**config.mk**
```make
export PLATFORM = sky130hd
export DESIGN_NAME = reset_sequencer
export DESIGN_NICKNAME = d
export VERILOG_FILES = /design/src/rtl/reset_sequencer.sv
export SDC_FILE = /design/constraint.sdc
export NUM_CORES = 1
export LEC_CHECK = 0
export ABC_AREA = 1
export ABC_CLOCK_PERIOD_IN_PS = 1800
export CORE_ASPECT_RATIO = 0.6
export CORE_UTILIZATION = 49
export DETAILED_ROUTE_END_ITERATION = 12
export HOLD_SLACK_MARGIN = 0.02
export MAX_ROUTING_LAYER = met4
export PLACE_DENSITY = 0.84
export SLEW_MARGIN = 20
export SYNTH_ARGS = -nofsm -noshare
export SYNTH_HDL_FRONTEND = slang
export SYNTH_SLANG_ARGS = --single-unit
```
**constraint.sdc**
```tcl
create_clock -name clk -period 1.8 [get_ports clk]
set_clock_uncertainty 0.05 [all_clocks]
set_input_delay 0.54 -clock clk [delete_from_list [all_inputs] [get_ports clk]]
set_output_delay 0.54 -clock clk [all_outputs]
set_load 0.03 [all_outputs]
```
**src/rtl/reset_sequencer.sv**
```systemverilog
// Staggered per-stage reset generator: hold, ordered stage releases, then RUN with a saturating cycle count.
// Optional heartbeat watchdog is compiled in with `define WATCHDOG_EN.
module reset_sequencer #(
  parameter int NUM_STAGES  = 3,
  parameter int HOLD_CYCLES = 2,
  parameter int STAGE_GAP   = 4,
  parameter int WDOG_LIMIT  = 1024
) (
  input  logic                  clk,
  input  logic                  rst,
  input  logic                  soft_rst_req,
  input  logic                  heartbeat,
  output logic [NUM_STAGES-1:0] stage_rst,
  output logic                  seq_done,
  output logic [31:0]           seq_count,
  output logic                  wdog_expired
);

  localparam int CMAX_HG = (HOLD_CYCLES > STAGE_GAP) ? HOLD_CYCLES : STAGE_GAP;
  localparam int CMAX    = (CMAX_HG > WDOG_LIMIT) ? CMAX_HG : WDOG_LIMIT;
  localparam int CW      = $clog2(CMAX) + 1;

  localparam logic [CW-1:0] HOLD_LAST = CW'(HOLD_CYCLES);
  localparam logic [CW-1:0] GAP_LAST  = CW'(STAGE_GAP - 1);

  typedef enum logic [1:0] {HOLD, RELEASE, RUN} state_t;

  state_t                state, state_nxt;
  logic [CW-1:0]         cnt, cnt_nxt;
  logic [NUM_STAGES-1:0] stage_nxt;
  logic                  done_nxt;
  logic [31:0]           count_nxt;
  logic                  soft_hit;

  assign soft_hit = (state == RUN) && soft_rst_req;

  always_ff @(posedge clk) begin
    if (rst) begin
      state     <= HOLD;
      cnt       <= '0;
      stage_rst <= '1;
      seq_done  <= 1'b0;
      seq_count <= '0;
    end else begin
      state     <= state_nxt;
      cnt       <= cnt_nxt;
      stage_rst <= stage_nxt;
      seq_done  <= done_nxt;
      seq_count <= count_nxt;
    end
  end

  // Stages release by shifting zeros in from bit 0, so the order is monotonic by construction.
  always_comb begin
    state_nxt = state;
    cnt_nxt   = cnt;
    stage_nxt = stage_rst;
    done_nxt  = seq_done;
    count_nxt = seq_count;
    case (state)
      HOLD: begin
        if (cnt == HOLD_LAST) begin
          stage_nxt = stage_rst << 1;
          cnt_nxt   = '0;
          state_nxt = RELEASE;
        end else begin
          cnt_nxt = cnt + 1'b1;
        end
      end
      RELEASE: begin
        if (stage_rst == '0) begin
          state_nxt = RUN;
          done_nxt  = 1'b1;
          count_nxt = '0;
          cnt_nxt   = '0;
        end else if (cnt == GAP_LAST) begin
          stage_nxt = stage_rst << 1;
          cnt_nxt   = '0;
        end else begin
          cnt_nxt = cnt + 1'b1;
        end
      end
      RUN: begin
        if (soft_rst_req) begin
          state_nxt = HOLD;
          cnt_nxt   = '0;
          stage_nxt = '1;
          done_nxt  = 1'b0;
          count_nxt = '0;
        end else if (seq_count != 32'hFFFF_FFFF) begin
          count_nxt = seq_count + 32'd1;
        end
      end
      default: begin
        state_nxt = HOLD;
        cnt_nxt   = '0;
        stage_nxt = '1;
        done_nxt  = 1'b0;
        count_nxt = '0;
      end
    endcase
  end

`ifdef WATCHDOG_EN
  localparam logic [CW-1:0] WDOG_C = CW'(WDOG_LIMIT);

  logic [CW-1:0] wcnt, wcnt_nxt;
  logic          wdog_q, wdog_nxt;

  // Counter only runs in RUN; it saturates at the limit so the flag stays meaningful.
  always_comb begin
    wcnt_nxt = '0;
    wdog_nxt = wdog_q;
    if (soft_hit) begin
      wdog_nxt = 1'b0;
    end else if (state == RUN) begin
      if (!heartbeat) begin
        wcnt_nxt = (wcnt == WDOG_C) ? wcnt : wcnt + 1'b1;
        if (wcnt_nxt == WDOG_C) wdog_nxt = 1'b1;
      end
    end
  end

  always_ff @(posedge clk) begin
    if (rst) begin
      wcnt   <= '0;
      wdog_q <= 1'b0;
    end else begin
      wcnt   <= wcnt_nxt;
      wdog_q <= wdog_nxt;
    end
  end

  assign wdog_expired = wdog_q;
`else
  logic unused_wdog;
  assign unused_wdog  = heartbeat ^ soft_hit;
  assign wdog_expired = 1'b0;
`endif

endmodule

```
Yosys cells after proc, flatten, opt, wreduce, memory -nomap -nowiden
Index checks and enable logic that the tools add are counted.
Widths: inputs -> output; s select.
- muxes and demuxes: 21
- reductions and logical operators: 6
- equality and inequality tests: 11
- add/sub/neg operators: 2
- bitwise operators: 1
- operator list (kind ; count):
    $mux 32 ; 3
    $pmux 32 s3 ; 1
    $mux 11 ; 4
    $pmux 11 s3 ; 1
    $add 32x1->32 const B ; 1
    $ne 32x32->1 const B ; 1
    $eq 11x2->1 const B ; 2
    $mux 3 ; 4
    $add 11x1->11 const B ; 1
    $ne 2x2->1 const B ; 5
    $pmux 3 s3 ; 1
    $reduce_and 3->1 ; 3
    $mux 2 ; 3
    $pmux 2 s3 ; 1
    $reduce_and 4->1 ; 1
    $logic_not 3->1 ; 1
    $ne 3x2->1 const B ; 1
    $pmux 1 s3 ; 1
    $eq 2x1->1 const B ; 1
    $eq 2x2->1 const B ; 1
    $logic_not 2->1 ; 1
    $mux 1 ; 2
    $not 1->1 ; 1
- logic and storage cells: 46
- register bits: 49
- input bits: 4
- output and inout bits: 37

Logic depth before layout (Yosys ltp)
- word-level depth: 4
- mapped depth: 11
- depth with buffers taken out: 11

Worst setup path before layout
OpenSTA, ideal clock, no wires.
- path type: reg-to-reg
- from: register seq_count[1]
- to: register seq_count[29]
- cell stages (with the launch flop): 12
- period minus slack after synthesis: 2003 ps
- required time: 1634 ps
- data arrival time: 1837 ps
- setup slack: -203 ps
- setup time: 116 ps
- path buffers: 1
- cell sequence: dfxtp_1 ha_1 nand2_2 nor2_4 nand2_4 nor2_8 nand3_4 nand2_4 inv_2 buf_6 a21oi_1 nor2_1
- cells in the longest elaborated chain, start to end: 4
- elaborated cells between the ends (all ways): 7
- classes of those cells: 1 x add/sub; 2 x eq/ne; 3 x mux; 1 x reduce/logical
- ends and longest elaborated chain (item ; line ; text):
    from (decl) ; 15 ; output logic [31:0] seq_count,
    from (signal assigned) ; 49 ; seq_count <= count_nxt;
    $add 32x1->32 ; 91 ; count_nxt = seq_count + 32'd1;
    $mux 32 ; 90 ; end else if (seq_count != 32'hFFFF_FFFF) begin
    $mux 32 ; 84 ; if (soft_rst_req) begin
    $pmux 32 s3 ; 60 ; case (state)
Parallel ways exist; a longest one is shown, timed or not. The select of a mux whose other input is x is not followed.
A chain may end at the register's enable or synchronous reset.

Worst setup path in the final report
- from: register seq_count[8]
- to: output seq_count[8]
No word-level cell between the ends.

==> results.sh <==
export IMPL_cts_buffers=5
export IMPL_crit_type="reg2out"
export IMPL_grt_setup_unrepaired="yes"
export IMPL_antenna_cells=0
export IMPL_path_delay_family="flip-flops"
export IMPL_drive_above_1_share=0.193
export IMPL_clock_latency_ps=310
export IMPL_cts_max_level=2
export IMPL_ys_seq_elements=49
export IMPL_grt_usage=0.271
export IMPL_p_switching_mw=1.13
export IMPL_start_kind="register"
export IMPL_synth_edff_count=0
export IMPL_cts_tree="built"
export IMPL_crit_path_end_kind="output pin"
export IMPL_async_flop_share=0
export IMPL_cts_hold_buf=0
export IMPL_clockBufferDepth=2
export IMPL_via_per_inst=5.38
export IMPL_finalCriticalPeriod_ps=1760
export IMPL_hp_class="reg2reg"
export IMPL_cap_violations=0
export IMPL_die_area_um2=6250
export IMPL_cp_num_buf_inv=1
export IMPL_pwr_share_comb=0.330
export IMPL_slowest_stage="dfxtp_1"
export IMPL_slew_violations=0
export IMPL_cts_sinks=49
export IMPL_final_nets=525
export IMPL_seq_area_frac_synth=0.338
export IMPL_grt_pass1_vias=2710
export IMPL_rows=21
export IMPL_cp_max_fo=4
export IMPL_vias=3225
export IMPL_cts_root_buf="clkbuf_8"
export IMPL_port_buffers=38
export IMPL_p_seq_frac=0.408
export IMPL_wl_per_cell_um=13.5
export IMPL_p_per_area_nw_per_um2=819
export IMPL_drt_first_pass_iters=5
export IMPL_synthFlopType="dfxtp_1"
export IMPL_post_synth_num_cell_types=33
export IMPL_p_sw_frac=0.368
export IMPL_p_int_mw=1.95
export IMPL_stdcell_count=599
export IMPL_area_delta_synth_final_pct=29.5
export IMPL_wl_met2_um=3520
export IMPL_syn_avg_cell_area_um2=6.53
export IMPL_drt_met1_wl_um=3770
export IMPL_clock_fmax_ghz=0.567
export IMPL_ant_nets=0
export IMPL_initial_utilization=0.514
export IMPL_path_cells="dlygate4sd2_1"
export IMPL_clkSlewWorstSetupHoldPaths_ps=90
export IMPL_dp_hpwl_um=5960
export IMPL_top_layer="met4"
export IMPL_wl_met3_um=739
export IMPL_crit_arrival_ps=1170
export IMPL_clkPwrFrac=0.262
export IMPL_grt_antenna_before_repair=0
export IMPL_grt_overflow_total=0
export IMPL_finalHoldViolations=0
export IMPL_die_h_um=61.6
export IMPL_critPathMaxStageDelay_ps=450
export IMPL_utilization=0.666
export IMPL_p_leak_nw=1.61
export IMPL_dp_cells=590
export IMPL_dieWidth_um=101
export IMPL_peakVddDrop_mv=0.527
export IMPL_drcViolationCount=0
export IMPL_synthCells=445
export IMPL_grt_pass1_wl_um=12500
export IMPL_required_ps=1210
export IMPL_wirelength_um=8100
export IMPL_ys_warnings_count=0
export IMPL_fin_setup_tns_ps=0
export IMPL_syn_nets=452
export IMPL_period_share=0.980
export IMPL_io_pins=41
export IMPL_core_um2=5650
export IMPL_drt_initial_drc_count=183
export IMPL_setup_viol=0
export IMPL_syn_area_um2=2900
export IMPL_status="complete, no violations"
export IMPL_grt_max_degree=20
export IMPL_place_gp_congestion=0.896
-- through the flow --
stage	setup WS [ps]	hold WS [ps]	cell area, um^2	power, mW
finish	36.6	447	3760	3.08
global route	-35.8	464	3760	3.24
CTS	0.398	452	3690	3.06
detailed placement	-287	434	3620	2.29
global placement	-253	416	3620	2.25
floorplan	9.79	400	2920	1.93
-- tightest hold or removal path, stage by stage, from the launching register on --
cell     delay, ps
dfxtp_2        360
inv_1           70
a21oi_2         50
-- final cells by class --
type,instances,area (um^2)
fill,498,1890
inverter,49,184
multi-input combinational,336,1720
clock buffer,6,72.6
clock inverter,2,38.8
tap,80,100
timing repair buffer,77,657
sequential,49,993
-- flip-flops by register name, indices dropped and copies added, names as in the netlist --
register	flops
cnt	11
stage_rst	3
seq_count	32
state	2
seq_done	1
-- placed cells by master (no fill, tap or decap), drive strengths merged --
cell	Yosys	layout
a21oi	25	25
a22o	1	1
a31o	2	2
buf	10	39
bufinv	0	1
clkbuf	1	6
clkdlybuf4s15	0	1
clkdlybuf4s50	0	1
clkinv	2	3
conb	1	1
dfxtp	49	49
dlygate4sd2	0	35
dlymetal6s2s	0	1
ha	3	3
inv	47	47
nand2	124	124
nand3	31	31
nand3b	5	5
nand4	27	27
nor2	79	79
nor3	8	8
nor4	1	1
o21ai	13	13
o21bai	3	3
or2	7	7
xor2	6	6
-- what timing repair did --
item | in CTS | in global routing
pin swaps | 0 | 1
buffers inserted | 0 | 1
resized for setup | 36 | 21
setup endpoints to repair | 36 | 28
-- cell families after synthesis --
family	count (synthesis)	synth area share
XOR/XNOR	6	0.0181
adder cells (fa/ha/maj)	3	0.0129
flip-flops	49	0.338
other	1	0.00129
buffers and inverters	60	0.0918
AND/OR/NAND/NOR	282	0.452
AO/OA/AOI/OAI	44	0.0862
-- metal layers --
layer  track usage  vias up
li1              -     1574
met1         0.368     1489
met2         0.412      153
met3        0.0522        9
met4        0.0787        0
met5             -        -
-- synth_stat cells, types with 4 or more instances --
cell | number | area share
nand3b_1 | 5 | 0.013
nand4_1 | 27 | 0.058
inv_1 | 44 | 0.057
nor2_4 | 5 | 0.019
o21ai_0 | 13 | 0.022
or2_2 | 7 | 0.015
a21oi_1 | 22 | 0.038
dfxtp_1 | 49 | 0.34
nand2_1 | 118 | 0.15
nor2_1 | 70 | 0.090
nand2_2 | 4 | 0.0086
nor3_1 | 8 | 0.014
xor2_1 | 6 | 0.018
nand3_1 | 30 | 0.052
-- power by group through the flow --
stage / Sequential [mW] / Clock (mW) / Combinational, mW
CTS: 1.25 / 0.815 / 0.991
detailed placement: 1.28 / 0 / 1.01
floorplan: 1.34 / 0 / 0.593
finish: 1.26 / 0.807 / 1.02
global placement: 1.27 / 0 / 0.982
global route: 1.27 / 0.863 / 1.11
-- final timing paths --
path / startpoint / to / slack (ps) / cells after the start
worst min-delay path: seq_count[11] / seq_count[11] / 450 / 2
worst max register to register: seq_count[8] / seq_count[27] / 80 / 9
worst min register to register: seq_count[11] / seq_count[11] / 450 / 2
worst max-delay path: seq_count[8] / seq_count[8] / 40 / 1
No activity file was read; power rests on OpenSTA's default activity.
==> RTL edit 1, RTL diff (config.mk and constraints unchanged) <==
Change the parameter `NUM_STAGES` from 3 to 2.
--- a/src/rtl/reset_sequencer.sv
+++ b/src/rtl/reset_sequencer.sv
@@ -1,7 +1,7 @@
 // Staggered per-stage reset generator: hold, ordered stage releases, then RUN with a saturating cycle count.
 // Optional heartbeat watchdog is compiled in with `define WATCHDOG_EN.
 module reset_sequencer #(
-  parameter int NUM_STAGES  = 3,
+  parameter int NUM_STAGES  = 2,
   parameter int HOLD_CYCLES = 2,
   parameter int STAGE_GAP   = 4,
   parameter int WDOG_LIMIT  = 1024
Interface: changed (resized stage_rst); port bits go from 41 to 40. No check against the original RTL was run, so the function may have changed too.
==> RTL edit 1 against the original RTL <==
Design area is 0.80% higher. Sequential cell count is 1 lower. Global-route usage is 2.1 points higher. Sequential power is 4% lower. Routed wire length is 4.9% higher. Final cell count is 0.67% higher. Power is 4.5% lower. Area after synthesis is 0.69% higher. Setup slack worse by 0.0057 ns. Largest cell class unchanged.
==> RTL edit 1: results (changes against the original RTL) <==
[yosys]
syn_nets = 462  ; +2.2%
syn_area_per_cell_sq_um = 6.43  ; -1.5%
yosys-top-cells-area = dfxtp_1 (33%), nand2_1 (17%), nor2_1 (7.8%)
yosys_most_used_dff = dfxtp_1
synth_cell_types = 34  ; +3.0%
ys_top_cells_by_count = nand2_1 (129), nor2_1 (61), inv_1 (57), dfxtp_1 (48), nand3_1 (31)
ys_async_sr_fraction = 0  ; unchanged
ys.warnings.count = 0  ; unchanged
yosysSeqAreaShare = 0.329  ; -0.00916

[clock_tree]
clk-insertion-delay-late_ns = 0.32
root_buffer = clkbuf_8
cts_buffer_depth = 2  ; unchanged
cts_inserted_buffers = 5  ; unchanged
h-tree-depth = 2  ; unchanged
clk_pin_slew_ns = 0.10

[power_and_ir_drop]
worst_ir_drop_vdd_mv = 0.673  ; +28%
leakage_uw = 0.00170  ; +5.6%

[routing]
dr.pass1.iters = 5  ; unchanged
routedWlPerCell_microns = 14.1  ; +4.2%
drt-total-wl_microns = 8500  ; +4.9%
via_count = 3329  ; +3.2%
drc_errors = 0  ; unchanged
drtIter0Drc = 331  ; +81%

[run_status]
status = finished, final reports clean

[cells_and_area]
nNetsFinal = 529  ; +0.76%
largestRegisters = seq_count x32, cnt x11
drive_gt1_frac = 0.222  ; +0.0291
diodes = 0  ; unchanged

[worst_setup_path]
critPathArrivalTime_ns = 1.18
cpMaxStageDelayCell = dfxtp_1
max_stage_delay_ns = 0.44
path_max_fanout = 4  ; unchanged
path_delay_family = flip-flops

[placement]
portBuffers = 37  ; -2.6%
dp_hpwl_microns = 6160  ; +3.4%
placed_cells = 592  ; +0.34%
post-place-ws_ns = -0.397  ; -0.110 ns
place.gp.congestion = 0.909  ; +1.5%

[grt]
grt_pass1_wl_microns = 13400  ; +7.5%
grt_max_degree = 22  ; +10%
grt_use_total = 0.292  ; +0.0212
grt_pass1_vias = 2872  ; +6.0%
antenna_found_initial = 0  ; unchanged

[worst_hold_path]
hp-class = flip-flop to flip-flop

## RTL edit 1: changes by cell type in the layout (fill, tap and decap cells not counted), sizes merged, moves of 3 or more
cell / unedited run / this run
xor2: 6 / 2
o21bai: 3 / 0
inv: 47 / 60
o21ai: 13 / 16
nor2: 79 / 70
nand2: 124 / 138
buf: 39 / 33
## RTL edit 1: area by class of cell
| class | count | area, sq um |
|---|---|---|
| Fill cell | 497 | 1860 |
| Multi-Input combinational cell | 336 | 1730 |
| Sequential cell | 48 | 992 |
| Timing Repair Buffer | 70 | 614 |
| Inverter | 61 | 231 |
| Tap cell | 80 | 100 |
| Clock buffer | 7 | 96.3 |
| Clock inverter | 1 | 30.0 |
## RTL edit 1: worst paths after layout
path / slack, ns / depth (start not counted) / to / startpoint
hold reg to reg: 0.41 / 2 / seq_done / seq_done
setup reg to reg: 0.03 / 9 / seq_count[29] / seq_count[4]
setup / recovery: 0.03 / 1 / seq_count[14] / seq_count[14]
hold / removal: 0.41 / 2 / seq_done / seq_done
## RTL edit 1: cell families after synthesis
logic type,synth area share
AND/OR/NAND/NOR,0.454
buffers and inverters,0.105
flip-flops,0.329
AO/OA/AOI/OAI,0.0860
XOR/XNOR,0.0120
adder cells (fa/ha/maj),0.0128
other,0.00128
## RTL edit 1: per-stage QoR
stage / total power (uW) / instance area (sq um) / utilization
2_1_floorplan: 1770 / 2960 / -
3_3_place_gp: 2010 / 3620 / 0.641
3_5_place_dp: 2030 / 3620 / 0.641
4_1_cts: 2870 / 3710 / 0.656
5_1_grt: 3080 / 3790 / 0.671
6_report: 2940 / 3790 / 0.671
## RTL edit 1: metal layers
layer,track usage,part of all wire,up-vias
met5,-,0,-
met4,0.0952,0.017,0
met3,0.0649,0.10,25
met2,0.442,0.44,190
met1,0.390,0.44,1525
li1,-,-,1589
## RTL edit 1: tightest hold or removal path, delay by kind of cell (launching register included)
kind	cells	cell delay, ns
flops	1	0.32
simple gates	2	0.10
## RTL edit 1: what timing repair did
action,4_1_cts,5_1_grt
resized for setup,36,25
pin swaps,1,3
endpoints found under the setup margin,66,39
setup buffers,1,2
## RTL edit 1: power by group
part	internal (uW)	switching, uW
Sequential	1130	72.1
Clock	491	391
Combinational	309	546
Total	1930	1010
==> RTL edit 2, RTL diff (same settings) <==
Made on the original files. Put one more register stage on the output `seq_count`, cleared by the reset. The value now appears one clock later. The other outputs are not delayed to match.
--- a/src/rtl/reset_sequencer.sv
+++ b/src/rtl/reset_sequencer.sv
@@ -25,6 +25,8 @@
 
   typedef enum logic [1:0] {HOLD, RELEASE, RUN} state_t;
 
+  logic [31:0] seq_count_s0;
+
   state_t                state, state_nxt;
   logic [CW-1:0]         cnt, cnt_nxt;
   logic [NUM_STAGES-1:0] stage_nxt;
@@ -40,13 +42,13 @@
       cnt       <= '0;
       stage_rst <= '1;
       seq_done  <= 1'b0;
-      seq_count <= '0;
+      seq_count_s0 <= '0;
     end else begin
       state     <= state_nxt;
       cnt       <= cnt_nxt;
       stage_rst <= stage_nxt;
       seq_done  <= done_nxt;
-      seq_count <= count_nxt;
+      seq_count_s0 <= count_nxt;
     end
   end
 
@@ -56,7 +58,7 @@
     cnt_nxt   = cnt;
     stage_nxt = stage_rst;
     done_nxt  = seq_done;
-    count_nxt = seq_count;
+    count_nxt = seq_count_s0;
     case (state)
       HOLD: begin
         if (cnt == HOLD_LAST) begin
@@ -87,8 +89,8 @@
           stage_nxt = '1;
           done_nxt  = 1'b0;
           count_nxt = '0;
-        end else if (seq_count != 32'hFFFF_FFFF) begin
-          count_nxt = seq_count + 32'd1;
+        end else if (seq_count_s0 != 32'hFFFF_FFFF) begin
+          count_nxt = seq_count_s0 + 32'd1;
         end
       end
       default: begin
@@ -138,5 +140,13 @@
   assign wdog_expired = 1'b0;
 `endif
 
+  always_ff @(posedge clk) begin
+    if (rst) begin
+      seq_count <= '0;
+    end else begin
+      seq_count <= seq_count_s0;
+    end
+  end
+
 endmodule
 
Check against the original RTL: same outputs for any inputs over 10 cycles, from zero or initial values and one cycle with rst high; that may be too few to reach the edited logic, so the function may still have changed.
==> RTL edit 2 against the original RTL <==
Critical path depth is the same. Highest routed layer unchanged. Area after synthesis increased by 29%. First-iteration DRC count grew 62%. Setup slack worse by 0.0072 ns. Routed wire length grew 15%. Largest power group unchanged. Sequential cell count rose by 32. Critical path type unchanged. Non-clock buffer count unchanged. Sequential share of layout area up 7.6 points. Utilization shrank 0.94 points. Power is 45% higher. Design area up 28%.
==> RTL edit 2: results (changes against the original RTL) <==
[cells_and_area]
drive_gt1_frac = 0.159  ; -0.0335
n_fill_cell = 610  ; +22%
nNetsFinal = 624  ; +19%

[worst_setup_path]
path_delay_family = buffers and inverters
cpMaxStageDelayCell = dlygate4sd2_1
timing.rr.end = seq_count_s0[24]
worstReg2RegStart = seq_count_s0[1]

[run_status]
status = finished, final reports clean

[placement]
place.gp.congestion = 0.960  ; +7.1%
dp_hpwl_microns = 6690  ; +12%
post-place-ws_ns = -0.367  ; -0.0794 ns

[yosys]
ys_top_cells_by_count = nand2_1 (129), nor2_1 (99), dfxtp_1 (81), inv_1 (71), nand3_1 (31)
synth_cell_types = 34  ; +3.0%
syn_nets = 549  ; +21%

[grt]
use_met2 = 0.370  ; -0.0419
grt_pass1_wl_microns = 15400  ; +23%
grt_max_degree = 26  ; +30%
met1_usage = 0.346  ; -0.0217
grt_use_total = 0.255  ; -0.0164

[worst_hold_path]
whs_endpoint = cnt[9]

[routing]
drt-total-wl_microns = 9320  ; +15%
wl_met1_microns = 4480  ; +19%

[clock_tree]
root_buffer = clkbuf_16
clk-insertion-delay-late_ns = 0.34  ; +0.03 ns

[sta]
period_minus_slack_ns = 1.77  ; +0.00718 ns
holdWs_ns = 0.417  ; -0.0299 ns

-- RTL edit 2: cell types whose count changed in the layout (fill, tap and decap cells not counted), moves of 4 or more --
cell | unedited run | this run
clkbuf_16 | 0 | 10
dfxtp_1 | 43 | 72
dfxtp_2 | 4 | 8
inv_1 | 44 | 71
nand2_1 | 116 | 127
nor2_1 | 61 | 96
nor2_2 | 11 | 6
o21ai_0 | 13 | 20
o22ai_1 | 0 | 4
-- RTL edit 2: worst max path at each step --
stage               cells past startpoint               end       startpoint
floorplan                               8  seq_count_s0[18]     stage_rst[2]
detailed placement                     10  seq_count_s0[13]     soft_rst_req
finish                                  1      stage_rst[0]     stage_rst[0]
global route                           11  seq_count_s0[25]  seq_count_s0[2]
global placement                       10  seq_count_s0[16]     soft_rst_req
CTS                                     1      stage_rst[0]     stage_rst[0]
-- RTL edit 2: area by class of cell --
class / instances / share of cell area
clock buffers: 13 / 0.0541
flip-flops and latches: 81 / 0.340
inverters: 75 / 0.0585
clock inverters: 3 / 0.00312
multi-input cells: 373 / 0.376
well taps: 104 / 0.0271
repair buffers: 77 / 0.141
-- RTL edit 2: repair_timing --
action | 4_1_cts | 5_1_grt
pin swaps | 0 | 6
buffers inserted | 0 | 1
cloned | 0 | 1
setup endpoints to repair | 43 | 33
resized for setup | 39 | 21
-- RTL edit 2: cell families after synthesis --
family	synth area share
AO/OA/AOI/OAI	0.0702
buffers and inverters	0.0969
flip-flops	0.433
AND/OR/NAND/NOR	0.382
other	0.00100
XOR/XNOR	0.00702
adder cells (fa/ha/maj)	0.0100
-- RTL edit 2: where the power goes --
part	leakage (uW)	internal, uW	switching [uW]
clock	0.000139	1000	688
sequential	0.000658	1870	84.8
combinational	0.00130	295	542
